[config.mk]
export PLATFORM = sky130hd
export DESIGN_NAME = fft_peak_detect
export DESIGN_NICKNAME = d
export VERILOG_FILES = /design/src/rtl/fft_peak_detect.sv
export SDC_FILE = /design/constraint.sdc
export NUM_CORES = 1
export LEC_CHECK = 0
export CORE_ASPECT_RATIO = 0.75
export CORE_MARGIN = 3
export CORE_UTILIZATION = 37
export CTS_BUF_LIST = sky130_fd_sc_hd__clkbuf_8 sky130_fd_sc_hd__clkbuf_16
export CTS_CLUSTER_SIZE = 25
export DETAILED_ROUTE_END_ITERATION = 10
export SLEW_MARGIN = 20
export SYNTH_ARGS = -nofsm -noshare
export SYNTH_HDL_FRONTEND = slang
export SYNTH_SLANG_ARGS = --single-unit
[constraint.sdc]
create_clock -name clk -period 5.5 [get_ports clk]
set_input_delay 1.1 -clock clk [delete_from_list [all_inputs] [get_ports clk]]
set_output_delay 1.1 -clock clk [all_outputs]
set_load 0.005 [all_outputs]
[src/rtl/fft_peak_detect.sv]
// fft_peak_detect: per-frame strongest-bin search, magnitude and above-threshold count
// over the FFT output word stream, presented as a compact result for the MCU.
module fft_peak_detect #(
  parameter int N_BINS  = 512,
  parameter int MIN_BIN = 1,
  parameter int MAX_BIN = 255
) (
  input  logic        clk,
  input  logic        reset,
  input  logic        fft_start,
  input  logic        fft_done,
  input  logic [31:0] fft_out32,
  input  logic [7:0]  threshold,
  output logic [8:0]  peak_bin,
  output logic [8:0]  peak_mag,
  output logic [9:0]  above_cnt,
  output logic        result_valid,
  output logic        result_pulse,
  output logic        busy
);
  typedef enum logic [1:0] {IDLE, ACCUM, DRAIN, DONE} state_t;
  state_t      state_q, state_d;
  logic [8:0]  bin_q, bin_d, s1_bin_q, s1_bin_d;
  logic [8:0]  peak_bin_q, peak_bin_d, peak_mag_q, peak_mag_d;
  logic [7:0]  s1_ar_q, s1_ar_d, s1_ai_q, s1_ai_d, s1_thr_q, s1_thr_d;
  logic [9:0]  cnt_q, cnt_d;
  logic        s1_valid_q, s1_valid_d, drain_q, drain_d;
  logic        valid_q, valid_d, pulse_q, pulse_d, busy_q, busy_d;
  logic        accept, last, in_win, hit;
  logic [7:0]  mx, mn;
  logic [8:0]  mag;
  always_comb begin
    accept     = state_q == ACCUM && fft_done && !fft_start;
    last       = accept && bin_q == 9'(N_BINS - 1);
    s1_valid_d = accept;
    s1_bin_d   = bin_q;
    s1_ar_d    = fft_out32[31] ? ~fft_out32[31:24] + 8'd1 : fft_out32[31:24];
    s1_ai_d    = fft_out32[15] ? ~fft_out32[15:8] + 8'd1 : fft_out32[15:8];
    s1_thr_d   = threshold;
    mx         = s1_ar_q > s1_ai_q ? s1_ar_q : s1_ai_q;
    mn         = s1_ar_q > s1_ai_q ? s1_ai_q : s1_ar_q;
    mag        = {1'b0, mx} + {2'b0, mn[7:1]};
    in_win     = s1_valid_q && s1_bin_q >= 9'(MIN_BIN) && s1_bin_q <= 9'(MAX_BIN);
    hit        = in_win && mag > peak_mag_q;
    bin_d      = fft_start ? 9'd0 : accept ? bin_q + 9'd1 : bin_q;
    peak_mag_d = fft_start ? 9'd0 : hit ? mag : peak_mag_q;
    peak_bin_d = fft_start ? 9'd0 : hit ? s1_bin_q : peak_bin_q;
    // count saturates rather than wrapping
    cnt_d      = fft_start ? 10'd0 :
                 in_win && mag > {1'b0, s1_thr_q} && cnt_q != 10'h3ff ? cnt_q + 10'd1 : cnt_q;
    drain_d    = state_q == DRAIN && !fft_start && !drain_q;
    state_d    = fft_start ? ACCUM : last ? DRAIN :
                 state_q == DRAIN && drain_q ? DONE : state_q;
    pulse_d    = state_d == DONE && state_q != DONE;
    valid_d    = state_d == DONE;
    busy_d     = state_d == ACCUM || state_d == DRAIN;
  end
  always_ff @(posedge clk or negedge reset) begin
    if (!reset) begin
      state_q    <= IDLE;
      bin_q      <= '0;
      s1_valid_q <= 1'b0;
      s1_bin_q   <= '0;
      s1_ar_q    <= '0;
      s1_ai_q    <= '0;
      s1_thr_q   <= '0;
      peak_bin_q <= '0;
      peak_mag_q <= '0;
      cnt_q      <= '0;
      drain_q    <= 1'b0;
      valid_q    <= 1'b0;
      pulse_q    <= 1'b0;
      busy_q     <= 1'b0;
    end else begin
      state_q    <= state_d;
      bin_q      <= bin_d;
      s1_valid_q <= s1_valid_d;
      s1_bin_q   <= s1_bin_d;
      s1_ar_q    <= s1_ar_d;
      s1_ai_q    <= s1_ai_d;
      s1_thr_q   <= s1_thr_d;
      peak_bin_q <= peak_bin_d;
      peak_mag_q <= peak_mag_d;
      cnt_q      <= cnt_d;
      drain_q    <= drain_d;
      valid_q    <= valid_d;
      pulse_q    <= pulse_d;
      busy_q     <= busy_d;
    end
  end
  assign peak_bin     = peak_bin_q;
  assign peak_mag     = peak_mag_q;
  assign above_cnt    = cnt_q;
  assign result_valid = valid_q;
  assign result_pulse = pulse_q;
  assign busy         = busy_q;
endmodule

# [After elaboration in Yosys (flattened, before gate mapping)]
# Cells that the tools add are included.
[op_classes] n_addsub=5 magnitude_cmp=5 eq_ne=8 n_mux=15 n_bitwise=2 n_reduce_logical=18
[op_table] op="$mux W9" n=6
[op_table] op="$mux W8" n=4
[op_table] op="$mux W10" n=2
[op_table] op="$add A8 B1 Y8 const B" n=2
[op_table] op="$not A8 Y8" n=2
[op_table] op="$logic_and A1 B1 Y1" n=12
[op_table] op="$add A10 B1 Y10 const B" n=1
[op_table] op="$ne A10 B10 Y1 const B" n=1
[op_table] op="$add A8 B7 Y9" n=1
[op_table] op="$add A9 B1 Y9 const B" n=1
[op_table] op="$eq A9 B9 Y1 const B" n=1
[op_table] op="$ge A9 B1 Y1 const B" n=1
[op_table] op="$gt A9 B8 Y1" n=1
[op_table] op="$gt A9 B9 Y1" n=1
[op_table] op="$le A9 B8 Y1 const B" n=1
[op_table] op="$gt A8 B8 Y1" n=1
[op_table] op="$eq A2 B2 Y1 const B" n=3
[op_table] op="$mux W2" n=3
[op_table] op="$reduce_bool A2 Y1" n=3
[op_table] op="$eq A2 B1 Y1 const B" n=2
[op_table] op="$logic_not A1 Y1" n=2
[op_table] op="$ne A2 B2 Y1 const B" n=1
[op_table] op="$logic_or A1 B1 Y1" n=1
[word_totals] reg_bits=77 input_bits=44 wordCells=67

# [Depth between registers and ports, before layout]
# Gate-level depths: netlist (run 1).
[logic_depth] ltp_word=8 ltp_mapped=25

# [Least setup slack after synthesis (run 1)]
# OpenSTA, ideal clock, no wires.
[synth_timing] kind="register to register" from="register s1_ar_q[1]" to="register cnt_q[0] (netlist: above_cnt[0])" setup_ns=0.128 arrival_time_ns=4.238 required_ns=5.372 slack_ns=1.135 path_stages_with_launch=21 n_path_buf=1 period_less_slack_ns=4.365 cell_sequence="dfrtp_1 > ha_1 > and2b_1 > o211ai_2 > nand4b_4 > nand3_1 > buf_2 > mux2_2 > ha_1 > o21ai_0 > a21oi_1 > o21a_1 > nor2_1 > xnor2_1 > ha_1 > nand4_1 > nor2_1 > a21oi_1 > o31ai_4 > a21boi_1 > mux2_1"
[synth_via] elab_chain_len=7 word_cells_on_any_way=8 classes_between="1 x add/sub; 2 x order compare; 2 x mux; 3 x reduce/logical"
[synth_lines] item="start, declared" line_no="25" rtl="logic [7:0] s1_ar_q, s1_ar_d, s1_ai_q, s1_ai_d, s1_thr_q, s1_thr_d;"
[synth_lines] item="start signal, assigned" line_no="79" rtl="s1_ar_q <= s1_ar_d;"
[synth_lines] item="$gt A8 B8 Y1" line_no="40, 41"
[synth_lines] item="$mux W8 (on tied branches)" line_no="40, 41"
[synth_lines] item="$add A8 B7 Y9 *" line_no="42" rtl="mag = {1'b0, mx} + {2'b0, mn[7:1]};"
[synth_lines] item="$gt A9 B8 Y1 *" line_no="50" rtl="in_win && mag > {1'b0, s1_thr_q} && cnt_q != 10'h3ff ? cnt_q + 10'd1 : cnt_q;"
[synth_lines] item="$logic_and A1 B1 Y1 * (2 in series)" line_no="50"
[synth_lines] item="$reduce_bool A2 Y1 (no line) *"
[synth_lines] item="end signal, assigned" line_no="84" rtl="cnt_q <= cnt_d;"
[synth_lines] item="end, declared" line_no="26" rtl="logic [9:0] cnt_q, cnt_d;"
# Every way passes the cells marked *; elsewhere a longest branch is shown, timed or not.
# A chain may end at the register's enable or synchronous reset.

# [Final worst setup path (run 1)]
[layout_timing] from="register s1_ai_q[1]" to="register cnt_q[0] (netlist: above_cnt[0])"
[layout_via] elab_chain_len=7 word_cells_on_any_way=8 classes_between="1 x add/sub; 2 x order compare; 2 x mux; 3 x reduce/logical"
[layout_lines] item="start, declared" line_no="25"
[layout_lines] item="start signal, assigned" line_no="80" rtl="s1_ai_q <= s1_ai_d;"
[layout_lines] item="$gt A8 B8 Y1" line_no="40, 41"
[layout_lines] item="$mux W8 (on tied branches)" line_no="40, 41"
[layout_lines] item="$add A8 B7 Y9 *" line_no="42"
[layout_lines] item="$gt A9 B8 Y1 *" line_no="50"
[layout_lines] item="$logic_and A1 B1 Y1 * (2 in series)" line_no="50"
[layout_lines] item="$reduce_bool A2 Y1 (no line) *"
# Marks and branches as above.

==> metrics.yaml, run 1 <==
ys.flop_type: "dfrtp_1"
crit_type: "reg2reg"
finalSetupTns_ps: 0
setup_violations: 0
hpwl_um: 6480
cts_root_buffer: "clkbuf_16"
timing.rr.start: "s1_ai_q[1]$_DFF_PN0_"
reg2reg_slack_ps: 600
grt_max_degree: 78
cts_resized: 0
place_congestion: 0.780
rows: 33
power_mw: 1.92
placed_cell_area_sq_um: 5000
htree_levels: 3
cp-start-kind: "register"
die_area_sq_um: 12900
holdPathStages: 0
cp.required_ps: 5720
internal_power_mw: 1.26
critPathArrivalTime_ps: 5120
p_switching_mw: 0.659
cts_setup_buffers: 0
clk_latency_ps: 340
cp-end-kind: "register"
die_h_um: 99.1
p_leak_nw: 2.48
grt_usage: 0.144
wl_per_cell_um: 13.8
holdWs_ps: 407
postCtsHoldBufs: 0
max_cap_viol_count: 0
r2r_end: "above_cnt[0]$_DFFE_PN0P_"
p_seq_frac: 0.319
layout_min_cycle_time_ps: 4900
rsz0062_at_grt: "no"
yosysTopAreaCellShare: 0.451
synthCells: 418
vias: 3073
yosysMostFrequentCell: "dfrtp_1"
fin_area_sq_um: 5310
ir_worst_vdd_uv: 216
powerDensity_nw_per_um2: 361
route.detailed.drc: 0
synth_edf_count: 0
io_buffer_count: 58
combPwrFrac: 0.359
synth_area_sq_um: 4280
maxSlewViolCount: 0
pin_count: 75
relSlewSlack: 0.366
rr_worst_depth: 20
yosysWarnings: 0
start_util: 0.385
syn_nets: 501
hold_start: "bin_q[8]$_DFFE_PN0P_"
ant_nets: 0
synth_area_leaders: "dfrtp_1 (45%), ha_1 (11%), nor2_1 (4.1%)"
routed_via_density: 4.91
cts_buffer_depth: 2
cts_tree: "built"
drive_above_1_share: 0.0967
min_to: "s1_bin_q[8]$_DFF_PN0_"
async_reset_ff_frac: 1.00
synth_top_cells_by_count: "dfrtp_1 (77), nor2_1 (47), ha_1 (38), inv_1 (35), nand2_1 (32)"
core_sq_um: 11100
die-width_um: 130
grt_pass1_vias: 3048
p_clk_frac: 0.322
synth_top_area_cell: "dfrtp_1"
wl_um: 8620
antenna_found_initial: 0
cts.clk_slew.worst_paths_ps: 70
hold_viol: 0
drtIter0Drc: 83
dr.pass1.iters: 4
final_util: 0.478
nets: 564
fmaxAchievable_ghz: 0.204
yosysSeqAreaShare: 0.451
status: "finished, final reports clean"
n_antenna_cell: 0
cts_buffers: 9
area_growth_pct: 24.3
ys_seq_elements: 77
clkSinkCount: 77
skew_ps: 11.2
worstMarginPinSlew_ps: 951
overflow: 0
finalCritPeriodShare: 0.891
avgSynthCellArea_sq_um: 10.2
ys_types: 52
grt_pass1_wl_um: 14700
swShare: 0.343
min_path_type: "reg2reg"
cp_max_fo: 22
## registers in the layout, indices dropped and copies added, names as in the netlist
signal / flops
above_cnt: 10
bin_q: 9
peak_bin: 9
peak_mag: 9
s1_bin_q: 9
s1_ai_q: 8
s1_ar_q: 8
s1_thr_q: 8
state_q: 2
busy: 1
drain_q: 1
result_pulse: 1
result_valid: 1
s1_valid_q: 1
## layout by cell type (no fill, tap or decap), types with 3 or more instances in the layout
| cell | synthesis | layout |
|---|---|---|
| xnor2_1 | 14 | 14 |
| dfrtp_1 | 77 | 77 |
| xor2_1 | 6 | 6 |
| o21a_1 | 3 | 3 |
| nand2b_1 | 5 | 5 |
| nand2_1 | 32 | 32 |
| o211ai_1 | 3 | 3 |
| nand4_1 | 11 | 11 |
| mux2_1 | 7 | 7 |
| a211oi_1 | 3 | 3 |
| nor3_1 | 4 | 4 |
| and3_1 | 3 | 3 |
| nand3_1 | 5 | 5 |
| o21ai_0 | 18 | 18 |
| a21o_1 | 3 | 3 |
| or3_1 | 4 | 4 |
| clkdlybuf4s50_1 | 0 | 57 |
| a21oi_1 | 19 | 19 |
| clkbuf_16 | 0 | 9 |
| inv_6 | 0 | 3 |
| mux2i_1 | 15 | 15 |
| inv_1 | 35 | 35 |
| nor4_1 | 5 | 5 |
| buf_4 | 1 | 6 |
| ha_1 | 38 | 38 |
| a21oi_2 | 4 | 4 |
| nor2_1 | 47 | 47 |
| nor2b_1 | 9 | 9 |
| mux2_2 | 7 | 7 |
## how the worst max path moves through the flow
stage	slack, ps	end	start	cells after the start
after floorplan	1130	above_cnt[0]$_DFFE_PN0P_	s1_ar_q[1]$_DFF_PN0_	20
after global placement	670	above_cnt[0]$_DFFE_PN0P_	s1_ai_q[1]$_DFF_PN0_	20
after detailed placement	580	above_cnt[0]$_DFFE_PN0P_	s1_ai_q[1]$_DFF_PN0_	20
after CTS	560	above_cnt[0]$_DFFE_PN0P_	s1_ai_q[1]$_DFF_PN0_	20
after global routing	170	above_cnt[0]$_DFFE_PN0P_	s1_ar_q[6]$_DFF_PN0_	19
final	600	above_cnt[0]$_DFFE_PN0P_	s1_ai_q[1]$_DFF_PN0_	20
## metal layers
metal  global-route usage  up-vias  wire (um)  share of wire
met3               0.0435        7        367          0.043
met1                0.213     1451       4410           0.51
li1                     -     1565          -              -
met4               0.0391        0         80         0.0093
met5                    0        -          0              0
met2                0.205       50       3760           0.44
## metrics by stage
step,instances,setup WS [ps]
after floorplan,418,1130
after global placement,610,666
after detailed placement,610,582
after CTS,626,560
after global routing,626,173
final,626,598
## final cells by class
type                            instances  area [sq um]
Clock buffer                            9           225
Clock inverter                          7          87.6
Fill cell                            1022          5790
Inverter                               35           131
Multi-Input combinational cell        295          2150
Sequential cell                        77          1930
Tap cell                              140           175
Timing Repair Buffer                   63           616
## logic make-up after synthesis
| kind of cell | after synthesis | share of synthesized area |
|---|---|---|
| AO/OA/AOI/OAI | 67 | 0.105 |
| XOR/XNOR | 20 | 0.0410 |
| adder cells (fa/ha/maj) | 39 | 0.116 |
| buffers and inverters | 46 | 0.0462 |
| flip-flops | 77 | 0.451 |
| multiplexers | 31 | 0.0790 |
| AND/OR/NAND/NOR | 138 | 0.162 |
## power groups by stage
stage	registers, mW	clock network (mW)	logic [mW]
2_1_floorplan	0.617	0	0.511
3_3_place_gp	0.623	0	0.672
3_5_place_dp	0.623	0	0.691
4_1_cts	0.612	0.639	0.696
5_1_grt	0.615	0.664	0.796
6_report	0.612	0.619	0.689
## worst max-delay path, stage by stage (launching register included)
cell and delay (ps):
dfrtp_1 390, inv_1 70, ha_1 280, and2b_1 170, o211ai_2 190, nand4b_4 130
nand3_1 100, buf_4 230, mux2_2 360, ha_1 330, o21ai_0 120, a21oi_1 230
o21a_1 140, nor2_1 40, xnor2_1 370, ha_1 330, nand4_1 120, o22ai_1 130
o31ai_4 480, a21boi_1 200, mux2_1 360
No activity file was read; power rests on OpenSTA's default activity.
==> run 2, diff against run 1 <==
==> constraint.sdc (replaced) <==
create_clock -name clk -period 5.5 [get_ports clk]
set_input_delay 0.825 -clock clk [delete_from_list [all_inputs] [get_ports clk]]
set_output_delay 0.825 -clock clk [all_outputs]
set_load 0.005 [all_outputs]
==> run 2 against run 1 <==
Net effect:
- first-iteration DRC count up 84%
- utilization about the same
- clock power up 0.8%
- worst hold slack better by 1.3 ps
- critical path depth unchanged
- design area about the same
- non-clock buffer count down 1
==> metrics.yaml, run 2 (same netlist as run 1, synthesis figures left out) <==
grt_pass1_vias: 3003  # was 3048
wl_per_cell_um: 13.8  # about the same
maxSlewViolCount: 0  # unchanged
pin_count: 75  # unchanged
postCtsHoldBufs: 0  # unchanged
htree_levels: 3  # unchanged
cts.clk_slew.worst_paths_ps: 70  # about the same
ir_worst_vdd_uv: 198  # was 216 uV
rsz0062_at_grt: "no"  # unchanged
critPathArrivalTime_ps: 5170  # was 5120 ps
p_leak_nw: 2.47  # was 2.48 nW
core_sq_um: 11100  # unchanged
hpwl_um: 6400  # was 6480 um
cts_root_buffer: "clkbuf_16"  # unchanged
cts_resized: 0  # unchanged
cts_tree: "built"  # unchanged
holdPathStages: 0  # unchanged
place_congestion: 0.780  # about the same
min_path_type: "reg2reg"  # unchanged
die_area_sq_um: 12900  # unchanged
multi_input_area_sq_um: 2150  # unchanged
clkSinkCount: 77  # unchanged
wl_um: 8600  # was 8620 um
io_buffer_count: 58  # unchanged
area_growth_pct: 24.1  # was 24.3%
nets: 563  # was 564
fillCellCount: 990  # was 1022
vias: 3039  # was 3073
timing.rr.start: "s1_ai_q[1]$_DFF_PN0_"  # unchanged
status: "finished, final reports clean"  # unchanged
hold_viol: 0  # unchanged
final_util: 0.478  # about the same
drtIter0Drc: 153  # was 83
cp.required_ps: 5720  # about the same
overflow: 0  # unchanged
r2r_end: "above_cnt[0]$_DFFE_PN0P_"  # unchanged
reg2reg_slack_ps: 550  # was 600 ps
finalCritPeriodShare: 0.899  # was 0.891
layout_min_cycle_time_ps: 4950  # was 4900 ps
min_to: "s1_bin_q[8]$_DFF_PN0_"  # unchanged
finalSetupTns_ps: 0  # unchanged
n_antenna_cell: 0  # unchanged
fmaxAchievable_ghz: 0.202  # was 0.204 GHz
crit_slowest_cell: "o31ai_4"  # unchanged
die_h_um: 99.1  # unchanged
crit_type: "reg2reg"  # unchanged
route.detailed.drc: 0  # unchanged
max_cap_viol_count: 0  # unchanged
clk_latency_ps: 340  # about the same
cp_max_fo: 22  # unchanged
register_area_sq_um: 1930  # unchanged
cts_buffer_depth: 2  # unchanged
path_cells: "inv_1 -> ha_1 -> and2b_1 -> o211ai_2 -> nand4b_4 -> nand3_1 -> buf_4 -> mux2_2 -> ha_1 -> o21ai_0 -> a21oi_1 -> o21a_1 -> nor2_1 -> xnor2_1 -> ha_1 -> nand4_1 -> o22ai_1 -> o31ai_4 -> a21boi_1 -> mux2_1"  # unchanged
final_cell_mix: "dfrtp_1 (77), clkdlybuf4s50_1 (57), nor2_1 (47)"  # unchanged
max_stage_delay_ps: 470  # was 480 ps
cts_setup_buffers: 0  # unchanged
ant_nets: 0  # unchanged
antenna_found_initial: 0  # unchanged
cp_common_cell: "ha_1"  # unchanged
grt_pass1_wl_um: 14600  # was 14700 um
worstMarginPinSlew_ps: 1030  # was 951 ps
die-width_um: 130  # unchanged
rr_worst_depth: 20  # unchanged
largest_register_ffs: 10  # unchanged
cp-start-kind: "register"  # unchanged
cp-end-kind: "register"  # unchanged
routed_via_density: 4.86  # was 4.91
powerDensity_nw_per_um2: 363  # was 361 nW/um^2
grt_max_degree: 78  # unchanged
layout_commonest_cell: "dfrtp_1"  # unchanged
rows: 33  # unchanged
dr.pass1.iters: 4  # unchanged
setup_violations: 0  # unchanged
grt_usage: 0.144  # about the same
start_util: 0.385  # unchanged
relSlewSlack: 0.313  # was 0.366
hold_start: "bin_q[8]$_DFFE_PN0P_"  # unchanged
cts_buffers: 9  # unchanged
drive_above_1_share: 0.0948  # was 0.0967
skew_ps: 6.73  # was 11.2 ps
run 2: per-layer routing:
layer,share of wire,wire length [um],up-vias,track usage
met5,0,0,-,0
met1,0.52,4500,1413,0.217
li1,-,-,1573,-
met2,0.43,3670,44,0.199
met4,0.013,114,0,0.0455
met3,0.037,318,9,0.0419
run 2: worst max-delay path by stage:
stage,slack (ps),end,start
6_report,550,above_cnt[0]$_DFFE_PN0P_,s1_ai_q[1]$_DFF_PN0_
5_1_grt,230,above_cnt[0]$_DFFE_PN0P_,s1_ai_q[1]$_DFF_PN0_
4_1_cts,580,above_cnt[0]$_DFFE_PN0P_,s1_ai_q[1]$_DFF_PN0_
3_5_place_dp,600,above_cnt[0]$_DFFE_PN0P_,s1_ai_q[1]$_DFF_PN0_
3_3_place_gp,670,above_cnt[0]$_DFFE_PN0P_,s1_ai_q[1]$_DFF_PN0_
2_1_floorplan,1130,above_cnt[0]$_DFFE_PN0P_,s1_ar_q[1]$_DFF_PN0_
run 2: stage by stage:
stage | setup WS [ps] | hold slack (ps) | total power [mW] | area [sq um] | cells
global route | 229 | 419 | 2.08 | 5310 | 625
CTS | 578 | 408 | 1.95 | 5310 | 625
finish | 553 | 408 | 1.92 | 5310 | 625
global placement | 667 | 388 | 1.29 | 4990 | 609
detailed placement | 596 | 391 | 1.31 | 4990 | 609
floorplan | 1130 | 380 | 1.13 | 4280 | 418
run 2: critical path, delay by kind of cell, from the launching register on:
family	cells	cell delay, ps
and+or+nand+nor	5	560
muxes	2	710
DFF	1	410
adders and majority gates	3	950
buffers and inverters	2	310
AOI/OAI and AO/OA	7	1510
xor gates and xnor gates	1	380
run 2: final cells by class:
cell class,instances,share of cell area
multi-input cells,295,0.405
clock inverters,7,0.0170
flip-flops and latches,77,0.363
clock buffers,9,0.0424
inverters,35,0.0247
well taps,140,0.0330
repair buffers,62,0.115
run 2: where the power goes:
group          internal (mW)  switching (mW)  leakage (nW)
Sequential             0.592          0.0201          1.01
Combinational          0.305           0.384          1.31
Clock                  0.365           0.259         0.156
Total                   1.26           0.663          2.47
==> run 3, diff against run 2 <==
- CORE_UTILIZATION: 37 -> 35
- SETUP_SLACK_MARGIN: default -> 0.1
==> run 3 against run 2 <==
Net effect:
- worst hold slack improved by 5.0 ps
- largest power group unchanged
- global-route usage is 0.59 points lower
- utilization down 2.2 points
- critical path type unchanged
- critical path depth up 3
- wire length rose by 2.9%
- flip-flop and latch count did not move
- non-clock buffer count up 5
- sequential share of layout area fell by 0.45 points
- clock-buffer cell count unchanged
- critical endpoint is now above_cnt[8]$_DFFE_PN0P_
- setup slack worse by 46 ps
==> metrics.yaml, run 3 (same netlist as run 1, synthesis figures left out) <==
clkSinkCount: 77  # unchanged
grt_max_degree: 78  # unchanged
route.detailed.drc: 0  # unchanged
clk_latency_ps: 350  # was 340 ps
htree_levels: 3  # unchanged
cts_root_buffer: "clkbuf_16"  # unchanged
wl_per_cell_um: 13.6  # was 13.8 um
hold_start: "bin_q[8]$_DFFE_PN0P_"  # unchanged
hpwl_um: 6580  # was 6400 um
layout_commonest_cell: "dfrtp_1"  # unchanged
ir_worst_vdd_uv: 194  # was 198 uV
largest_register_ffs: 10  # unchanged
start_util: 0.363  # was 0.385
relSlewSlack: 0.368  # was 0.313
wl_um: 8850  # was 8600 um
timing.rr.start: "s1_ai_q[1]$_DFF_PN0_"  # unchanged
rr_worst_depth: 23  # was 20
place_congestion: 0.791  # was 0.780
routed_via_density: 4.79  # was 4.86
grt_usage: 0.139  # was 0.144
area_growth_pct: 25.7  # was 24.1%
die-width_um: 134  # was 130 um
setup_violations: 0  # unchanged
hold_viol: 0  # unchanged
vias: 3126  # was 3039
cts_buffer_depth: 2  # unchanged
p_leak_nw: 2.49  # was 2.47 nW
cts_buffers: 9  # unchanged
reg2reg_slack_ps: 510  # was 550 ps
dr.pass1.iters: 4  # unchanged
max_cap_viol_count: 0  # unchanged
drtIter0Drc: 95  # was 153
cp_max_fo: 12  # was 22
final_cells: 652  # was 625
status: "finished, final reports clean"  # unchanged
cts_tree: "built"  # unchanged
ant_nets: 0  # unchanged
overflow: 0  # unchanged
rows: 34  # was 33
maxSlewViolCount: 0  # unchanged
die_area_sq_um: 13600  # was 12900 sq um
powerDensity_nw_per_um2: 367  # was 363 nW/um^2
layout_min_cycle_time_ps: 4990  # was 4950 ps
numPlacedInstances: 631  # was 609
cp-end-kind: "register"  # unchanged
finalCritPeriodShare: 0.908  # was 0.899
final_cell_mix: "dfrtp_1 (77), clkdlybuf4s50_1 (57), nor2_1 (47)"  # unchanged
grt_pass1_vias: 3055  # was 3003
pin_count: 75  # unchanged
drive_above_1_share: 0.106  # was 0.0948
min_path_type: "reg2reg"  # unchanged
postCtsHoldBufs: 0  # unchanged
power_mw: 1.97  # was 1.92 mW
r2r_end: "above_cnt[8]$_DFFE_PN0P_"  # was above_cnt[0]$_DFFE_PN0P_
holdWs_ps: 413  # was 408 ps
crit_type: "reg2reg"  # unchanged
die_h_um: 102  # was 99.1 um
antenna_found_initial: 0  # unchanged
skew_ps: 13.7  # was 6.73 ps
nets: 568  # was 563
cp.required_ps: 5720  # about the same
core_sq_um: 11800  # was 11100 sq um
setup.worst_path.start: "s1_ai_q[1]$_DFF_PN0_"  # unchanged
io_buffer_count: 58  # unchanged
critPathArrivalTime_ps: 5220  # was 5170 ps
fmaxAchievable_ghz: 0.200  # was 0.202 GHz
final_util: 0.456  # was 0.478
rsz0062_at_grt: "no"  # unchanged
cp-start-kind: "register"  # unchanged
worstMarginPinSlew_ps: 948  # was 1030 ps
n_antenna_cell: 0  # unchanged
grt_pass1_wl_um: 14900  # was 14600 um
finalSetupTns_ps: 0  # unchanged
crit_end: "above_cnt[8]$_DFFE_PN0P_"  # was above_cnt[0]$_DFFE_PN0P_
cts.clk_slew.worst_paths_ps: 70  # about the same
run 3: metrics by stage:
step / area, sq um / worst slack [ps]
after floorplan: 4280 / 1130
after global placement: 5020 / 537
after detailed placement: 5020 / 447
after CTS: 5330 / 422
after global routing: 5380 / 184
final: 5380 / 507
run 3: area by class of cell:
class,instances,area (sq um)
clock buffers,9,225
clock inverters,7,86.3
fillers,1108,6410
inverters,35,131
multi-input cells,295,2160
flip-flops and latches,77,1930
well taps,162,203
repair buffers,67,646
run 3: how the worst min path moves through the flow:
| stage | to | slack (ps) | cells past startpoint |
|---|---|---|---|
| floorplan | s1_bin_q[8]$_DFF_PN0_ | 380 | 0 |
| global placement | s1_bin_q[8]$_DFF_PN0_ | 390 | 0 |
| detailed placement | s1_bin_q[8]$_DFF_PN0_ | 400 | 0 |
| CTS | s1_bin_q[8]$_DFF_PN0_ | 410 | 0 |
| global route | s1_bin_q[8]$_DFF_PN0_ | 450 | 0 |
| finish | s1_bin_q[8]$_DFF_PN0_ | 410 | 0 |
run 3: power by group:
part | switching [mW] | internal (mW) | leakage [nW] | total [mW]
combinational | 0.393 | 0.351 | 1.33 | 0.744
sequential | 0.0200 | 0.592 | 1.01 | 0.612
clock | 0.255 | 0.362 | 0.151 | 0.617
total | 0.668 | 1.31 | 2.49 | 1.97
run 3: what timing repair did:
| item | CTS | global route |
|---|---|---|
| endpoints found under the setup margin | 0 | 1 |
| resized for setup | 0 | 1 |
| buffers inserted | 0 | 5 |
run 3: worst max-delay path, cell delays in order (launching register included):
cell and delay (ps):
dfrtp_1 390, inv_1 70, ha_1 290, and2b_1 170, o211ai_2 190, nand4b_4 140
nand3_2 210, buf_4 210, mux2_2 340, ha_1 300, o21ai_0 110, a21oi_1 260
o21a_1 150, nor2_1 50, xnor2_1 290, ha_1 310, nand4_1 120, nor2_1 60
a21oi_1 230, o31ai_4 100, buf_4 170, buf_4 140, a211oi_2 240, mux2_4 320
run 3: layer usage:
metal	vias to the layer above	GRT usage	routed length, um
li1	1583	-	-
met1	1491	0.190	4420
met2	42	0.209	3940
met3	10	0.0427	365
met4	0	0.0474	119
met5	-	0	0
